<file path="src/rtl/sseg_mux_driver_pkg.sv">
// Shared constants for the seven-segment scan driver: hex glyph table and blank pattern.
package sseg_pkg;

  localparam logic [6:0] SSEG_BLANK = 7'h00;

  // Segment patterns g..a for hex digits 0..F
  localparam logic [6:0] SSEG_HEX [16] = '{
    7'h3F, 7'h06, 7'h5B, 7'h4F,
    7'h66, 7'h6D, 7'h7D, 7'h07,
    7'h7F, 7'h6F, 7'h77, 7'h7C,
    7'h39, 7'h5E, 7'h79, 7'h71
  };

endpackage

</file>
<file path="src/rtl/sseg_mux_driver_decode.sv">
// Combinational hex-to-segment decoder with a suppress input for leading-zero blanking.
module sseg_decode
  import sseg_pkg::*;
(
  input  logic [3:0] i_nibble,
  input  logic       i_suppress,
  output logic [6:0] o_seg
);

  always_comb begin
    o_seg = SSEG_HEX[i_nibble];
    if (i_suppress) o_seg = SSEG_BLANK;
  end

endmodule

</file>
<file path="src/rtl/sseg_mux_driver.sv">
// Time-multiplexed N-digit seven-segment driver: shadowed display word, per-slot
// blanking against ghosting, optional leading-zero suppression, registered pin outputs.
module sseg_mux_driver
  import sseg_pkg::*;
#(
  parameter int unsigned N_DIGITS      = 4,
  parameter int unsigned REFRESH_DIV   = 50000,
  parameter int unsigned BLANK_CYCLES  = 16,
  parameter int unsigned AN_ACTIVE_LOW = 1,
  localparam int unsigned IW           = (N_DIGITS > 1) ? $clog2(N_DIGITS) : 1
) (
  input  logic                  clk,
  input  logic                  rst,
  input  logic                  en,
  input  logic                  load,
  input  logic [4*N_DIGITS-1:0] hex_in,
  input  logic [N_DIGITS-1:0]   dp_in,
  input  logic                  blank_lz,
  output logic [7:0]            sseg,
  output logic [N_DIGITS-1:0]   an,
  output logic [IW-1:0]         digit_idx,
  output logic                  frame_done
);

  localparam int unsigned CW = $clog2(REFRESH_DIV);
  localparam logic [N_DIGITS-1:0] AN_OFF = (AN_ACTIVE_LOW != 0) ? {N_DIGITS{1'b1}} : '0;

  logic [CW-1:0]         r_cnt;
  logic [IW-1:0]         r_idx;
  logic [4*N_DIGITS-1:0] r_hex;
  logic [N_DIGITS-1:0]   r_dp;
  logic                  r_blz;

  logic                  w_slot_end;
  logic                  w_idx_last;
  logic                  w_active;
  logic [N_DIGITS-1:0]   w_lz;
  logic                  w_run;
  logic [3:0]            w_nib;
  logic                  w_dp;
  logic                  w_sup;
  logic [6:0]            w_seg;
  logic [N_DIGITS-1:0]   w_onehot;

  assign w_slot_end = (r_cnt == CW'(REFRESH_DIV - 1));
  assign w_idx_last = (r_idx == IW'(N_DIGITS - 1));
  assign w_active   = en && (r_cnt >= CW'(BLANK_CYCLES));
  assign w_onehot   = N_DIGITS'(1) << r_idx;

  // Suppression mask: a digit is blank when it and every digit above it is zero
  always_comb begin
    w_lz  = '0;
    w_run = 1'b1;
    for (int i = N_DIGITS - 1; i >= 1; i--) begin
      w_run   = w_run & (r_hex[4*i +: 4] == 4'h0);
      w_lz[i] = w_run & r_blz;
    end
  end

  always_comb begin
    w_nib = '0;
    w_dp  = 1'b0;
    w_sup = 1'b0;
    for (int i = 0; i < N_DIGITS; i++) begin
      if (r_idx == IW'(i)) begin
        w_nib = r_hex[4*i +: 4];
        w_dp  = r_dp[i];
        w_sup = w_lz[i];
      end
    end
  end

  sseg_decode u_decode (
    .i_nibble   (w_nib),
    .i_suppress (w_sup),
    .o_seg      (w_seg)
  );

  // Prescaler and digit index; both freeze while scanning is disabled
  always_ff @(posedge clk or posedge rst) begin
    if (rst) begin
      r_cnt <= '0;
      r_idx <= '0;
    end else if (en) begin
      if (w_slot_end) begin
        r_cnt <= '0;
        r_idx <= w_idx_last ? '0 : r_idx + IW'(1);
      end else begin
        r_cnt <= r_cnt + CW'(1);
      end
    end
  end

  always_ff @(posedge clk or posedge rst) begin
    if (rst) begin
      r_hex <= '0;
      r_dp  <= '0;
      r_blz <= 1'b0;
    end else if (load) begin
      r_hex <= hex_in;
      r_dp  <= dp_in;
      r_blz <= blank_lz;
    end
  end

  always_ff @(posedge clk or posedge rst) begin
    if (rst) begin
      sseg       <= 8'h00;
      an         <= AN_OFF;
      digit_idx  <= '0;
      frame_done <= 1'b0;
    end else begin
      sseg       <= w_active ? {w_dp, w_seg} : 8'h00;
      an         <= w_active ? (w_onehot ^ AN_OFF) : AN_OFF;
      digit_idx  <= r_idx;
      frame_done <= en & w_slot_end & w_idx_last;
    end
  end

endmodule

</file>
<file path="config.mk">
export PLATFORM = sky130hd
export DESIGN_NAME = sseg_mux_driver
export DESIGN_NICKNAME = d
export VERILOG_FILES = /design/src/rtl/sseg_mux_driver_pkg.sv /design/src/rtl/sseg_mux_driver_decode.sv /design/src/rtl/sseg_mux_driver.sv
export SDC_FILE = /design/constraint.sdc
export NUM_CORES = 1
export LEC_CHECK = 0
export BUFFER_PORTS_ARGS = -buffer_cell sky130_fd_sc_hd__buf_2
export CAP_MARGIN = 30
export CORE_MARGIN = 2
export CORE_UTILIZATION = 43
export CTS_BUF_LIST = sky130_fd_sc_hd__clkbuf_8
export DETAILED_ROUTE_END_ITERATION = 12
export GPL_TIMING_DRIVEN = 0
export HOLD_SLACK_MARGIN = 0.06
export PLACE_DENSITY = 0.74
export REMOVE_ABC_BUFFERS = 1
export SETUP_SLACK_MARGIN = 0.02
export SLEW_MARGIN = 20
export SYNTH_ARGS = -nofsm -noshare
export SYNTH_HDL_FRONTEND = slang
export SYNTH_SLANG_ARGS = --single-unit
</file>
<file path="constraint.sdc">
create_clock -name clk -period 6.7 [get_ports clk]
set_input_delay 1.34 -clock clk [delete_from_list [all_inputs] [get_ports clk]]
set_output_delay 1.34 -clock clk [all_outputs]
set_load 0.02 [all_outputs]
</file>
==> results of run 1 <==
==> power groups by stage <==
stage / Clock, W / Combinational, W / Sequential [W]
finish: 0.000173 / 0.000155 / 0.000402
detailed placement: 0 / 0.000157 / 0.000409
floorplan: 0 / 0.0000878 / 0.000424
global placement: 0 / 0.000151 / 0.000407
global route: 0.000192 / 0.000174 / 0.000409
CTS: 0.000180 / 0.000157 / 0.000403
==> routing by layer <==
metal  vias to the layer above  track usage  wire (um)
li1                        911            -          -
met4                         0       0.0447         70
met5                         -            0          0
met3                         7       0.0348        283
met2                        54        0.228       2070
met1                       893        0.210       2260
==> worst max-delay path, stage by stage (launching register included) <==
cell	delay, ns
dfrtp_1	0.42
ha_1	0.65
nor3b_1	0.18
a221oi_4	0.30
inv_1	0.15
ha_1	0.22
or3_1	0.36
a31oi_1	0.16
==> worst paths after layout <==
check	start	end	slack, ns
min in group asynchronous	rst	r_cnt[13]	1.14
setup / recovery	r_idx[0]	sseg[0]	4.17
max in group asynchronous	rst	an[2]	4.93
hold / removal	r_idx[1]	digit_idx[1]	0.44
setup reg to reg	r_idx[0]	sseg[0]	4.17
hold reg to reg	r_idx[1]	digit_idx[1]	0.44
==> registers in the layout, indices dropped and copies added, names as in the netlist, 2 cells and up <==
register / count
r_cnt: 16
r_hex: 16
sseg: 8
an: 4
r_dp: 4
digit_idx: 2
r_idx: 2
==> layout make-up <==
class,instances,area [um2],share of cell area
well taps,75,93.8,0.0309
inverters,10,37.5,0.0123
repair buffers,40,223,0.0733
flip-flops and latches,54,1360,0.446
multi-input cells,164,1250,0.410
clock buffers,6,82.6,0.0272
==> logic make-up after synthesis <==
| group | count (synthesis) | share of synthesized area |
|---|---|---|
| flip-flops | 54 | 0.505 |
| buffers and inverters | 18 | 0.0307 |
| multiplexers | 22 | 0.0908 |
| AO/OA/AOI/OAI | 33 | 0.103 |
| XOR/XNOR | 10 | 0.0326 |
| AND/OR/NAND/NOR | 87 | 0.182 |
| adder cells (fa/ha/maj) | 12 | 0.0559 |
==> metrics by stage <==
| stage | hold slack (ns) | total power [W] | std cells |
|---|---|---|---|
| after floorplan | 0.401 | 0.000512 | 228 |
| after global placement | 0.424 | 0.000558 | 342 |
| after detailed placement | 0.427 | 0.000566 | 343 |
| after CTS | 0.442 | 0.000740 | 349 |
| after global routing | 0.467 | 0.000775 | 349 |
| final | 0.442 | 0.000730 | 349 |
==> cells in the final DEF, fill, tap and decap left out, types with 4 or more instances in the layout <==
cell / n
ha_1: 12
nor2b_1: 5
nand3_1: 5
and2_1: 4
o21ai_1: 4
a211oi_1: 7
dfrtp_1: 50
clkbuf_8: 6
nand2_1: 23
dfstp_2: 4
xor2_1: 5
buf_2: 39
xnor2_1: 5
nor3_1: 8
mux2_2: 19
nand4_1: 5
inv_1: 9
nor2_1: 15
==> metrics.csv, run 1 <==
metric,value,unit
status,"complete, no violations",
Final TNS setup,0,ns
die area,6900,um2
first-pass GRT wire length,8.58,mm
die height,83.0,um
Clock Path Buffers,2,
synth top area cells,"dfrtp_1 47%, mux2_2 8.0%, ha_1 5.6%, dfstp_2 3.9%, nand2_1 3.2%",
most frequent cell after synthesis,dfrtp_1,
antenna violations before repair,0,
CTS Buf Count,5,
RSZ-0062 raised after global routing,false,
Core Area,5990,um2
yosys warns,0,
I/O pin count,40,
CTS root buffer,clkbuf_8,
post-synth top area share,0.466,
Yosys cell types,51,
Rows,28,
HP Class,reg -> reg,
DP Area,2960,um2
min Tclk post-route,2.53,ns
Worst setup EP type,register,
ys async rst share,1.00,
CP arrival,2.75,ns
largest net degree at the start of global routing,33,
GRT Resource Usage Total,0.149,
Logic pwr share,0.212,
R2R depth,7,
Starting DRT DRC Count,104,
Sw Ratio,0.296,
clk slew on worst S/H paths,0.09,ns
max-slew violation count,0,
mean post-synth cell area,11.4,um2
crit-path max FO,17,
clock skew,0.00689,ns
Int Power,0.000514,W
Flop pwr share,0.551,
share of cells above drive strength 1,0.292,
vias in the first global route,1852,
Max H-tree Level,2,
fillers,563,
Nets,312,
DR WL/cell,13.4,um
Hold Path Depth,0,
Fmax achieved,395,MHz
Post-Synthesis Cell Area,2690,um2
post-DP HPWL,3.55,mm
CP Launch Type,register,
Worst-Skew Late Latency,0.30,ns
Worst Setup Path Type,reg -> reg,
GRT overflow,0,
Leak,1.37,nW
ant diodes,0,
CTS resizes,0,
Post-DRT Antenna Nets,0,
Routability Congestion,0.782,
"Seq/Total Area, Yosys",0.505,
Finished Core Util,0.508,
Yosys reg bits,54,
Place WS,4.08,ns
Mapped Cells,236,
max_slew headroom,0.487,
Setup-failing EPs final,0,
clock power share,0.238,
Final Cycle Share,0.378,
drt pass-1 iters,4,
detailed-route vias per instance,5.34,
worst setup margin,4.17,ns
hold buffer count at CTS,0,
Worst-Margin Slew,0.769,ns
Final Hold Vio Count,0,
Die Width,83.0,um
initial core utilization,0.448,
PD cells,240,nW/um2
Via Count,1865,
post-synth top area cell,dfrtp_1,
peak supply drop,0.133,mV
Post-synth EDFFs,0,
P&R area growth vs syn,13.2,%
Sw Pwr,0.000216,W
max_cap viols,0,
Final Instance Area,3040,um2
Routed Wire Length,4.68,mm
synth cell count leaders,"50 x dfrtp_1, 23 x nand2_1, 19 x mux2_2",
DR DRC count,0,
leading register cell type out of synthesis,dfrtp_1,
CTS tree,yes,
PortBufs,39,
buffer count from post-CTS setup fixing,0,
# clock sinks,54,
"Req. time, crit path",6.92,ns
Note: power is estimated with default switching activity, not from simulation.
==> run 2, diff against run 1 <==
- ABC_AREA: default -> 1
- PLACE_DENSITY: 0.74 -> 0.76
- clock period: 6.7 -> 2.2 ns (I/O delays scaled with it)
==> run 2 against run 1 <==
  * Sequential share of layout area shrank 3.9 points
  * Register-to-register slack worse by 4.0 ns
  * Power increased to 3.4 times the previous value
  * Area after synthesis is 8.6% higher
  * Clock power grew to 4.0 times the previous value
  * Wire length grew 26%
  * First-iteration DRC count rose by 18%
  * Synthesized cell count rose by 44%
  * Final cell count is 32% higher
  * Critical endpoint is now sseg[3]
  * Largest power group unchanged
==> metrics.csv, run 2 <==
metric,value,unit
R2R depth,13,
"Req. time, crit path",2.45,ns
max_cap viols,0,
grt met1 use,0.213,
first-pass GRT wire length,10.1,mm
# clock sinks,54,
Routed Wire Length,5.89,mm
Rows,30,
DP Area,3180,um2
I/O pin count,40,
Nets,415,
multi-input logic area,1420,um2
leading register cell type out of synthesis,dfrtp_1,
Fmax achieved,495,MHz
yosys warns,0,
Post-DRT Antenna Nets,0,
ys async rst share,1.00,
"commonest cells after routing, fill and taps aside","77 x nand2_1, 50 x dfrtp_1, 39 x buf_2",
post-synth top area share,0.429,
share of cells above drive strength 1,0.259,
CTS tree,yes,
die height,86.4,um
Mapped Cells,340,
drt pass-1 iters,4,
GRT overflow,0,
initial core utilization,0.437,
crit-path max FO,6,
"Seq/Total Area, Yosys",0.465,
Routability Congestion,0.862,
detailed-route vias per instance,5.09,
vias in the first global route,2266,
CP arrival,2.27,ns
Worst-Skew Late Latency,0.31,ns
peak supply drop,0.288,mV
Place WS,-0.0163,ns
clock skew,0.0126,ns
Post-Synthesis Cell Area,2920,um2
busiest grt layer,met2,
synth top area cells,"dfrtp_1 43%, nand2_1 10%, ha_1 5.1%, nand3_1 5.1%, nor2_1 4.2%",
worst r2r src,r_idx[1],
fillers,661,
Die Width,86.4,um
antenna violations before repair,0,
HP Class,in -> async,
met3 Use GR,0.0362,
Final Hold Vio Count,0,
Worst setup EP type,register,
Final TNS setup,0,ns
Final Cycle Share,0.919,
CTS Buf Count,5,
buffer count from post-CTS setup fixing,0,
R2R Setup Slk,0.18,ns
ant diodes,0,
most frequent cell after synthesis,nand2_1,
Regs by FF count,"r_cnt x16, r_hex x16, sseg x8",
P&R area growth vs syn,14.1,%
DR DRC count,0,
Max H-tree Level,2,
DR WL/cell,12.8,um
status,"complete, no violations",
CP startpoint,r_idx[1],
post-synth top area cell,dfrtp_1,
Leak,1.64,nW
Final Instance Area,3330,um2
clk slew on worst S/H paths,0.10,ns
PD cells,743,nW/um2
Via Count,2335,
Seq. cell area,1360,um2
Worst Setup Path Type,reg -> reg,
Starting DRT DRC Count,123,
CP Launch Type,register,
Clock Path Buffers,2,
largest net degree at the start of global routing,55,
Post-synth EDFFs,0,
synth cell count leaders,"78 x nand2_1, 50 x dfrtp_1, 33 x nor2_1",
RSZ-0062 raised after global routing,false,
r2r endpoint,sseg[3],
mean post-synth cell area,8.58,um2
Worst-Margin Slew,0.662,ns
GRT Resource Usage Total,0.170,
Core Area,6680,um2
max-slew violation count,0,
Setup-failing EPs final,0,
worst setup margin,0.178,ns
Yosys reg bits,54,
max_slew headroom,0.558,
CTS root buffer,clkbuf_8,
Yosys cell types,38,
die area,7460,um2
min Tclk post-route,2.02,ns
PortBufs,39,
GR Util met2,0.287,
post-DP HPWL,4.22,mm
"commonest non-fill, non-tap cell in the layout",nand2_1,
run 2: how the worst max path moves through the flow:
stage	depth (start not counted)	endpoint	slack, ns
final	13	sseg[3]	0.18
after global routing	13	sseg[3]	0.02
after CTS	11	sseg[3]	0.09
after detailed placement	9	sseg[3]	-0.02
after global placement	2	r_dp[3]	-0.25
after floorplan	9	sseg[3]	0.30
run 2: what timing repair did:
action | in CTS | in global routing
gates resized for setup | 2 | 7
hold buffers | 0 | 0
endpoints found under the setup margin | 3 | 6
run 2: through the flow:
step           hold WS [ns]  utilization  instances  total power (W)
3_5_place_dp          0.436        0.475        451          0.00180
6_report              0.223        0.498        459          0.00247
3_3_place_gp          0.430        0.475        451          0.00178
5_1_grt               0.284        0.498        459          0.00263
4_1_cts               0.243        0.493        459          0.00250
2_1_floorplan         0.401            -        332          0.00165
run 2: cells by family (layout without fill, tap and decap cells):
family	after synthesis	count (layout)	synth area share
xor gates and xnor gates	8	8	0.0240
and+or+nand+nor	168	168	0.271
AOI/OAI and AO/OA	42	42	0.0841
muxes	11	11	0.0425
buffers and inverters	45	84	0.0618
adders and majority gates	12	12	0.0515
DFF	54	54	0.465
run 2: power breakdown:
group	internal (W)	switching [W]	leakage [nW]
logic	0.000191	0.000325	0.935
registers	0.00112	0.000148	0.639
clock network	0.000367	0.000320	0.0626
total	0.00168	0.000794	1.64
run 2: area by class of cell:
cell class,count,share of cell area
clock buffers,6,0.0248
clock inverters,2,0.0102
inverters,37,0.0432
multi-input cells,241,0.426
flip-flops and latches,54,0.408
well taps,80,0.0301
repair buffers,39,0.0586
run 2: worst max-delay path, cell delays in order (launching register included):
cell and delay [ns]:
dfrtp_1 0.45, inv_1 0.16, ha_2 0.27, nand3_1 0.09, nand2_1 0.08, nand2_1 0.08, nand2_2 0.12, inv_1 0.10
ha_1 0.25, inv_1 0.08, nand3_1 0.07, nand3_1 0.09, nand2_1 0.06, nor2_1 0.08
run 2: per-layer routing:
layer / up-vias / wire length [um]
met1: 1096 / 2640
met4: 0 / 133
met5: - / 0
met3: 12 / 283
met2: 58 / 2830
li1: 1169 / -
==> run 3, diff against run 2 <==
- ABC_AREA: 1 -> default
- CORE_UTILIZATION: 43 -> 50
- PLACE_DENSITY: 0.76 -> default
- PLACE_DENSITY_LB_ADDON: default -> 0.25
==> run 3 against run 2 <==
  * Final cell count shrank 20%
  * Die area shrank 20%
  * Maximum frequency is 6.8% lower
  * Power down 8.4%
  * Highest routed layer unchanged
  * Combinational power is 3% higher
==> metrics.csv, run 3 (synthesis gave the netlist of run 1 again) <==
metric,value,unit
status,"complete, no violations",
clock power share,0.224,
Via Count,2000,
DP Area,2940,um2
metal1 wirelength,2.57,mm
Setup-failing EPs final,0,
Final Hold Vio Count,0,
Routability Congestion,0.835,
GRT overflow,0,
routed wl met2,2.52,mm
fillers,412,
Die Width,77.3,um
PD cells,671,nW/um2
Worst Setup Path Type,reg -> reg,
DR WL/cell,14.7,um
Seq. cell area,1360,um2
Starting DRT DRC Count,84,
Max H-tree Level,2,
ant diodes,0,
Sw Ratio,0.309,
Flop pwr share,0.541,
Worst-Margin Slew,0.533,ns
CTS root buffer,clkbuf_8,
die area,5980,um2
CP Launch Type,register,
max incr delay on CP,0.44,ns
CP arrival,2.35,ns
crit-path max FO,5,
PortBufs,39,
Slowest cell on crit path,dfrtp_2,
Clock Path Buffers,2,
Finished Core Util,0.657,
Int Power,0.00156,W
clock skew,0.00490,ns
Leak,1.49,nW
GRT Resource Usage Total,0.186,
max-slew violation count,0,
CP cell instances,"buf_6, ha_4, and2b_2, a22oi_2, a221oi_4, inv_2, ha_4, a211oi_2, a211oi_2",
die height,77.3,um
Sw Pwr,0.000700,W
"commonest non-fill, non-tap cell in the layout",dfrtp_1,
I/O pin count,40,
vias in the first global route,1868,
Core Area,5140,um2
Worst setup EP type,register,
Post-DRT Antenna Nets,0,
initial core utilization,0.523,
Worst-Skew Late Latency,0.30,ns
Regs by FF count,"r_cnt x16, r_hex x16, sseg x8",
Final Instance Area,3380,um2
Rows,26,
Routed Wire Length,5.40,mm
CTS Buf Count,5,
max_slew headroom,0.642,
RSZ-0062 raised after global routing,true,
clk slew on worst S/H paths,0.09,ns
Logic pwr share,0.234,
DR DRC count,0,
antenna violations before repair,0,
detailed-route vias per instance,5.43,
Final TNS setup,0,ns
DR top layer,met4,
drt pass-1 iters,4,
r2r endpoint,sseg[3],
"Req. time, crit path",2.38,ns
CTS tree,yes,
DR WL met3,217,um
post-DP HPWL,3.46,mm
share of cells above drive strength 1,0.440,
hold buffer count at CTS,0,
Nets,335,
"commonest cells after routing, fill and taps aside","49 x dfrtp_1, 39 x buf_2, 23 x nand2_1",
HP Class,in -> async,
# clock sinks,54,
R2R Setup Slk,0.03,ns
max_cap viols,0,
multi-input logic area,1410,um2
R2R depth,9,
peak supply drop,0.328,mV
Fmax achieved,461,MHz
min Tclk post-route,2.17,ns
P&R area growth vs syn,25.7,%
Final Cycle Share,0.986,
largest net degree at the start of global routing,36,
worst r2r src,r_idx[0],
first-pass GRT wire length,8.78,mm
run 3: changes by cell type in the layout (fill, tap and decap cells not counted), moves of 5 or more:
cell     change
nor2_1      -20
mux2_2       +8
buf_6        +5
nor2b_1      +5
o21ai_0     -13
a21oi_1     -13
inv_1       -24
nand3_1     -25
nand2_1     -54
ha_4         +5
nand2_2      -7
buf_4       +18
run 3: timing repair:
item	4_1_cts	5_1_grt
setup buffers	7	16
setup endpoints to repair	7	6
pin swaps	4	15
cloned	0	0
gates resized for setup	18	28
run 3: routing by layer:
| metal | track usage | vias up |
|---|---|---|
| li1 | - | 965 |
| met1 | 0.263 | 981 |
| met2 | 0.278 | 47 |
| met3 | 0.0400 | 7 |
| met4 | 0.0732 | 0 |
| met5 | 0 | - |
run 3: worst max-delay path by stage:
stage	startpoint	end	slack (ns)
floorplan	r_idx[1]	sseg[0]	-0.05
global placement	r_idx[1]	sseg[0]	-0.29
detailed placement	r_idx[0]	sseg[3]	-0.32
CTS	r_idx[0]	sseg[0]	0.01
global route	r_idx[0]	sseg[3]	-0.07
finish	r_idx[0]	sseg[3]	0.03
run 3: stage by stage:
stage	setup WS (ns)	std cells	power, W	hold slack (ns)
after floorplan	-0.0543	228	0.00156	0.401
after global placement	-0.292	337	0.00170	0.422
final	0.0304	368	0.00226	0.129
after global routing	-0.0725	368	0.00240	0.162
after detailed placement	-0.324	338	0.00172	0.430
after CTS	0.0140	352	0.00223	0.138
run 3: worst max-delay path, delay by kind of cell (launching register included):
kind	cells	cell delay, ns
compound gates	4	0.69
flops	1	0.44
fa+ha+maj	2	0.41
buf+inv	2	0.26
simple gates	1	0.23
run 3: area by class of cell:
cell class | instances | share of cell area
Sequential cell | 54 | 0.402
Inverter | 10 | 0.0126
Multi-Input combinational cell | 164 | 0.416
Tap cell | 70 | 0.0259
Timing Repair Buffer | 63 | 0.120
Clock buffer | 5 | 0.0204
Clock inverter | 2 | 0.00222
run 3: power groups by stage:
stage / Clock (W) / Combinational, W / Sequential [W]
after floorplan: 0 / 0.000267 / 0.00129
after global placement: 0 / 0.000460 / 0.00124
after detailed placement: 0 / 0.000477 / 0.00124
after CTS: 0.000524 / 0.000486 / 0.00122
after global routing: 0.000569 / 0.000586 / 0.00124
final: 0.000508 / 0.000531 / 0.00123
